## src/rtl/tlp_tx_arbiter.sv

```systemverilog
// Packet-level TX arbiter: merges NUM_SRC 64-bit TLP source streams onto one
// TX stream. A grant is held from SOP through EOP so packets never interleave.
// The output is a two-entry skid stage (output register plus skid register).
// Source readies depend only on registered state and source inputs, never on
// txReady_in.
module tlp_tx_arbiter #(
  parameter int NUM_SRC     = 3,
  parameter bit STRICT_SRC0 = 1'b1
) (
  input  logic                  clk_in,
  input  logic                  reset_in,
  input  logic [NUM_SRC*64-1:0] srcData_in,
  input  logic [NUM_SRC-1:0]    srcValid_in,
  input  logic [NUM_SRC-1:0]    srcSOP_in,
  input  logic [NUM_SRC-1:0]    srcEOP_in,
  output logic [NUM_SRC-1:0]    srcReady_out,
  output logic [63:0]           txData_out,
  output logic                  txValid_out,
  output logic                  txSOP_out,
  output logic                  txEOP_out,
  input  logic                  txReady_in,
  output logic [NUM_SRC-1:0]    grant_out,
  output logic [NUM_SRC-1:0]    frameErr_out
);

  localparam int IW = (NUM_SRC > 1) ? $clog2(NUM_SRC) : 1;

  typedef enum logic {
    S_IDLE,
    S_LOCKED
  } state_t;

  state_t             state_q, state_d;
  logic [IW-1:0]      owner_q, owner_d;
  logic [IW-1:0]      last_q, last_d;
  logic [IW-1:0]      pick;
  logic               first_q, first_d;
  logic               found;
  logic [NUM_SRC-1:0] err_q, err_d;
  logic [NUM_SRC-1:0] ready;
  logic [NUM_SRC-1:0] eligible;
  logic [63:0]        src_data [NUM_SRC];

  logic               accept;
  logic [63:0]        beat_data;
  logic               beat_sop;
  logic               beat_eop;

  logic               out_valid_q, out_sop_q, out_eop_q;
  logic [63:0]        out_data_q;
  logic               skid_valid_q, skid_sop_q, skid_eop_q;
  logic [63:0]        skid_data_q;

  for (genvar i = 0; i < NUM_SRC; i++) begin : g_unpack
    assign src_data[i] = srcData_in[i*64 +: 64];
  end

  // Pick the next owner among sources presenting valid SOP: optional strict
  // priority for source 0, otherwise round-robin starting after the last owner.
  always_comb begin
    int            idx;
    logic [IW-1:0] idx_w;
    // NOTE: every combinational output gets a default before any branch so no
    // path through the block leaves it unassigned (which would infer a latch).
    eligible = srcValid_in & srcSOP_in;
    found    = 1'b0;
    pick     = '0;
    idx      = 0;
    idx_w    = '0;
    if (STRICT_SRC0 && eligible[0]) begin
      found = 1'b1;
    end else begin
      for (int k = 1; k <= NUM_SRC; k++) begin
        idx = int'(last_q) + k;
        if (idx >= NUM_SRC) idx = idx - NUM_SRC;
        idx_w = IW'(idx);
        if (!found && eligible[idx_w]) begin
          found = 1'b1;
          pick  = idx_w;
        end
      end
    end
  end

  // Next-state, source readies, beat acceptance and framing-error tracking.
  always_comb begin
    state_d = state_q;
    owner_d = owner_q;
    last_d  = last_q;
    first_d = first_q;
    err_d   = err_q;
    ready   = '0;
    accept  = 1'b0;
    case (state_q)
      S_IDLE: begin
        // A mid-packet beat with no owner is swallowed and flagged.
        ready = srcValid_in & ~srcSOP_in;
        err_d = err_q | (srcValid_in & ~srcSOP_in);
        if (found) begin
          state_d = S_LOCKED;
          owner_d = pick;
          last_d  = pick;
          first_d = 1'b1;
        end
      end
      S_LOCKED: begin
        ready[owner_q] = ~skid_valid_q;
        accept         = srcValid_in[owner_q] & ~skid_valid_q;
        if (accept) begin
          first_d = 1'b0;
          if (srcSOP_in[owner_q] && !first_q) err_d[owner_q] = 1'b1;
          if (srcEOP_in[owner_q]) state_d = S_IDLE;
        end
      end
      default: state_d = S_IDLE;
    endcase
    // Nothing is handed over while reset is being applied.
    if (reset_in) begin
      ready  = '0;
      accept = 1'b0;
    end
  end

  assign beat_data = src_data[owner_q];
  assign beat_sop  = srcSOP_in[owner_q];
  assign beat_eop  = srcEOP_in[owner_q];

  // Arbiter state register.
  always_ff @(posedge clk_in) begin
    // NOTE: registers are written with non-blocking assignments so every
    // flop samples the pre-edge value of every other flop.
    if (reset_in) begin
      state_q <= S_IDLE;
      owner_q <= '0;
      last_q  <= IW'(NUM_SRC - 1);
      first_q <= 1'b0;
      err_q   <= '0;
    end else begin
      state_q <= state_d;
      owner_q <= owner_d;
      last_q  <= last_d;
      first_q <= first_d;
      err_q   <= err_d;
    end
  end

  // Skid-stage occupancy and output register: the output moves only when it
  // is empty or being taken; the skid entry always drains first (FIFO order).
  always_ff @(posedge clk_in) begin
    if (reset_in) begin
      out_valid_q  <= 1'b0;
      out_sop_q    <= 1'b0;
      out_eop_q    <= 1'b0;
      out_data_q   <= '0;
      skid_valid_q <= 1'b0;
    end else if (!out_valid_q || txReady_in) begin
      if (skid_valid_q) begin
        out_valid_q  <= 1'b1;
        out_data_q   <= skid_data_q;
        out_sop_q    <= skid_sop_q;
        out_eop_q    <= skid_eop_q;
        skid_valid_q <= 1'b0;
      end else if (accept) begin
        out_valid_q <= 1'b1;
        out_data_q  <= beat_data;
        out_sop_q   <= beat_sop;
        out_eop_q   <= beat_eop;
      end else begin
        out_valid_q <= 1'b0;
      end
    end else if (accept) begin
      skid_valid_q <= 1'b1;
    end
  end

  // Skid payload capture when the output register is stalled.
  always_ff @(posedge clk_in) begin
    // NOTE: the skid payload carries no reset; it is only ever read while
    // skid_valid_q (which is reset) says it holds a beat.
    if (accept && out_valid_q && !txReady_in) begin
      skid_data_q <= beat_data;
      skid_sop_q  <= beat_sop;
      skid_eop_q  <= beat_eop;
    end
  end

  // Current owner as one-hot, zero when idle.
  always_comb begin
    grant_out = '0;
    if (state_q == S_LOCKED) grant_out[owner_q] = 1'b1;
  end

  assign srcReady_out = ready;
  assign txValid_out  = out_valid_q;
  assign txSOP_out    = out_sop_q;
  assign txEOP_out    = out_eop_q;
  assign txData_out   = out_data_q;
  assign frameErr_out = err_q;

endmodule
```

## config.mk

```make
export PLATFORM = sky130hd
export DESIGN_NAME = tlp_tx_arbiter
export DESIGN_NICKNAME = d
export VERILOG_FILES = /design/src/rtl/tlp_tx_arbiter.sv
export SDC_FILE = /design/constraint.sdc
export NUM_CORES = 1
export LEC_CHECK = 0
export CAP_MARGIN = 10
export CORE_MARGIN = 10
export CORE_UTILIZATION = 30
export DETAILED_ROUTE_END_ITERATION = 12
export GPL_ROUTABILITY_DRIVEN = 0
export PLACE_DENSITY = 0.58
export SLEW_MARGIN = 40
export SYNTH_ARGS = -nofsm -noshare
export SYNTH_HDL_FRONTEND = slang
export SYNTH_SLANG_ARGS = --single-unit
```

## constraint.sdc

```tcl
create_clock -name clk_in -period 7.1 [get_ports clk_in]
set_input_delay 1.42 -clock clk_in [delete_from_list [all_inputs] [get_ports clk_in]]
set_output_delay 1.42 -clock clk_in [all_outputs]
set_load 0.02 [all_outputs]
```

==> flow_metrics.py <==
metrics = {
    "floorplan": {
        "dieArea_sq_mm": 0.03113,
        "num_rows": 57,
        "core_area_sq_mm": 0.02418,
        "die_h_um": 176.4,
        "io-pin-count": 280,
        "die_x_um": 176.4,
        "start_util_pct": 30.36,
    },
    "grt": {
        "grt_pass1_vias": 6827,
        "grt_max_degree": 70,
        "grt_pass1_wl_um": 39850,
        "grt_usage_pct": 16.14,
        "grt_remaining_overflow": 0,
        "antenna_found_initial": 1,
    },
    "setup_path": {
        "crit_path_end_kind": "output port",
        "critPathArrivalTime_ns": 3.56,
        "r2r_cells": 8,
        "critPathKind": "input port to output port",
        "critPathMaxFanout": 4,
        "cpMaxStageDelayCell": "clkdlybuf4s50_1",
        "crit_chain": "clkdlybuf4s50_1 -> nor3b_1 -> nor2_1 -> nor2_1 -> clkdlybuf4s50_1",
        "worstPathRequired_ns": 5.68,
        "max_stage_delay_ns": 0.69,
        "startpoint_type": "input port",
    },
    "final_layout": {
        "utilization_pct": 45.25,
        "final_cell_mix": "clkdlybuf4s50_1, o21ai_0, nand2_1, a21oi_1, dfxtp_1",
        "finalInstanceArea_sq_mm": 0.01094,
        "final_common_cell": "clkdlybuf4s50_1",
        "final_nets": 1202,
        "diodes": 0,
        "final_layout_size_suffix_gt1_share_pct": 6.052,
        "areaGrowthSynthToFinish_pct": 49.04,
    },
    "pwr": {
        "total_power_w": 0.002378,
        "irDropWorstVdd_mv": 0.1418,
        "p_leak_nw": 3.338,
        "powerDensity_mw_per_mm2": 217.4,
    },
    "sta": {
        "slew_headroom_pct": 51.39,
        "worst_pin_slew_ns": 0.7291,
        "fin_crit_sh_pct": 70.08,
        "setup_viol": 0,
        "fmax_ghz": 0.2010,
        "drv_slew": 0,
        "rsz0062_at_grt": "false",
        "period_needed_ns": 4.976,
        "timing.hold.ws_ns": 0.4679,
        "hold_viol_final": 0,
        "skew_ns": 0.01270,
        "setup_tns_ns": 0,
    },
    "min_path": {
        "worstHoldPathType": "register to register",
        "whs_path_depth": 2,
    },
    "logic_synthesis": {
        "ys_async_sr_fraction_pct": 0,
        "ys_seq_elements": 142,
        "synth_top_area_share_pct": 27.00,
        "ys_top_cells_by_area": "edfxtp_1, dfxtp_1, mux2i_1, o2111ai_1, o21ai_0",
        "syn-cell-area_sq_mm": 0.007341,
        "synth_edf_count": 66,
        "synth.largest_area_cell": "edfxtp_1",
        "postSynthCellCount": 762,
        "syn_area_per_cell_sq_um": 9.634,
        "yosysUniqueCellTypes": 50,
        "synth-main-ff-cell": "dfxtp_1",
        "yosys_warnings": 0,
        "ys_seq_area_share_pct": 47.72,
        "synth_fp_nets": 969,
    },
    "place": {
        "dpl.hpwl_um": 17400,
        "post_dp_cell_area_sq_mm": 0.01028,
        "numPortBuffers": 279,
    },
    "drt": {
        "antenna_left": 0,
        "drtPass1Iterations": 4,
        "finalWirelength_um": 26030,
        "drt-initial-drc-count": 334,
        "via_count": 6678,
        "wl_per_cell_um": 19.54,
        "drc": 0,
        "vias_per_cell": 5.014,
    },
    "clock_tree": {
        "clk_latency_ns": 0.42,
        "cts.htree.levels": 4,
        "cts_root_buf": "clkbuf_16",
        "cts_max_path_buffers": 2,
        "cts_resized": 0,
        "cts_hold_buf": 0,
        "post_cts_buffers": 0,
        "cts_made_buffers": 17,
        "cts_tree": "yes",
        "cts_num_sinks": 142,
        "clk_pin_slew_ns": 0.06,
    },
    "job": {
        "maxCapViolCount": 0,
    },
    "run_status": {
        "status": "complete, no violations",
    },
}
## through the flow
stage | cells | setup slack [ns]
floorplan | 762 | 0.08484
global placement | 1296 | 2.196
detailed placement | 1298 | 2.193
CTS | 1330 | 2.187
global route | 1332 | 2.039
finish | 1332 | 2.124
## cell usage after synthesis, drive strengths merged (2+ instances only)
cell	n
o32ai	2
edfxtp	66
clkbuf	45
nor2	8
ha	3
nor3b	3
or2	2
a21oi	77
nand2	76
inv	8
buf	33
nor3	4
o2111ai	65
and2	2
dfxtp	76
mux2i	66
nor2b	4
o21ai	132
a21o	3
nand2b	67
## flip-flops by register name, summed over array words and instances, names as in the netlist
name / cells
state_q: 1
txSOP_out: 1
txValid_out: 1
skid_sop_q: 1
txData_out: 64
last_q: 1
frameErr_out: 3
owner_q: 2
skid_data_q: 64
skid_valid_q: 1
txEOP_out: 1
skid_eop_q: 1
first_q: 1
## power by group
group / leakage [nW] / internal, W / switching [W] / total (W)
Sequential: 1.21 / 0.000900 / 0.0000304 / 0.000931
Clock: 0.293 / 0.000560 / 0.000372 / 0.000933
Combinational: 1.83 / 0.000248 / 0.000267 / 0.000515
Total: 3.34 / 0.00171 / 0.000670 / 0.00238
## logic make-up after synthesis
| kind of cell | Yosys count | share of synthesized area, % |
|---|---|---|
| AO/OA/AOI/OAI | 291 | 24.66 |
| adder cells (fa/ha/maj) | 3 | 0.5114 |
| buffers and inverters | 86 | 5.932 |
| flip-flops | 142 | 47.72 |
| multiplexers | 67 | 9.204 |
| AND/OR/NAND/NOR | 173 | 11.97 |
## worst max-delay path, delay by kind of cell
family                 cells  cell delay, ns
buffers and inverters      2            1.23
AND/OR/NAND/NOR            3            0.90
## cell type report
type,count,area (sq um)
Inverter,8,30.03
Multi-Input combinational cell,534,3425
Tap cell,324,405.4
Clock buffer,18,429.2
Timing Repair Buffer,292,2957
Clock inverter,14,182.7
Sequential cell,142,3512
Fill cell,2302,13240
## worst paths after layout
path                        start              end  slack [ns]
setup / recovery   srcValid_in[2]  srcReady_out[2]        2.12
hold / removal    frameErr_out[2]  frameErr_out[2]        0.47
setup reg to reg       owner_q[0]  skid_data_q[19]        3.66
hold reg to reg   frameErr_out[2]  frameErr_out[2]        0.47
## routing by layer
metal	routed length (um)	GRT usage [%]
met5	13	0
met4	254	3.468
met3	2092	6.408
met2	11680	25.34
met1	11990	20.52
Note: power is estimated with default switching activity, not from simulation.
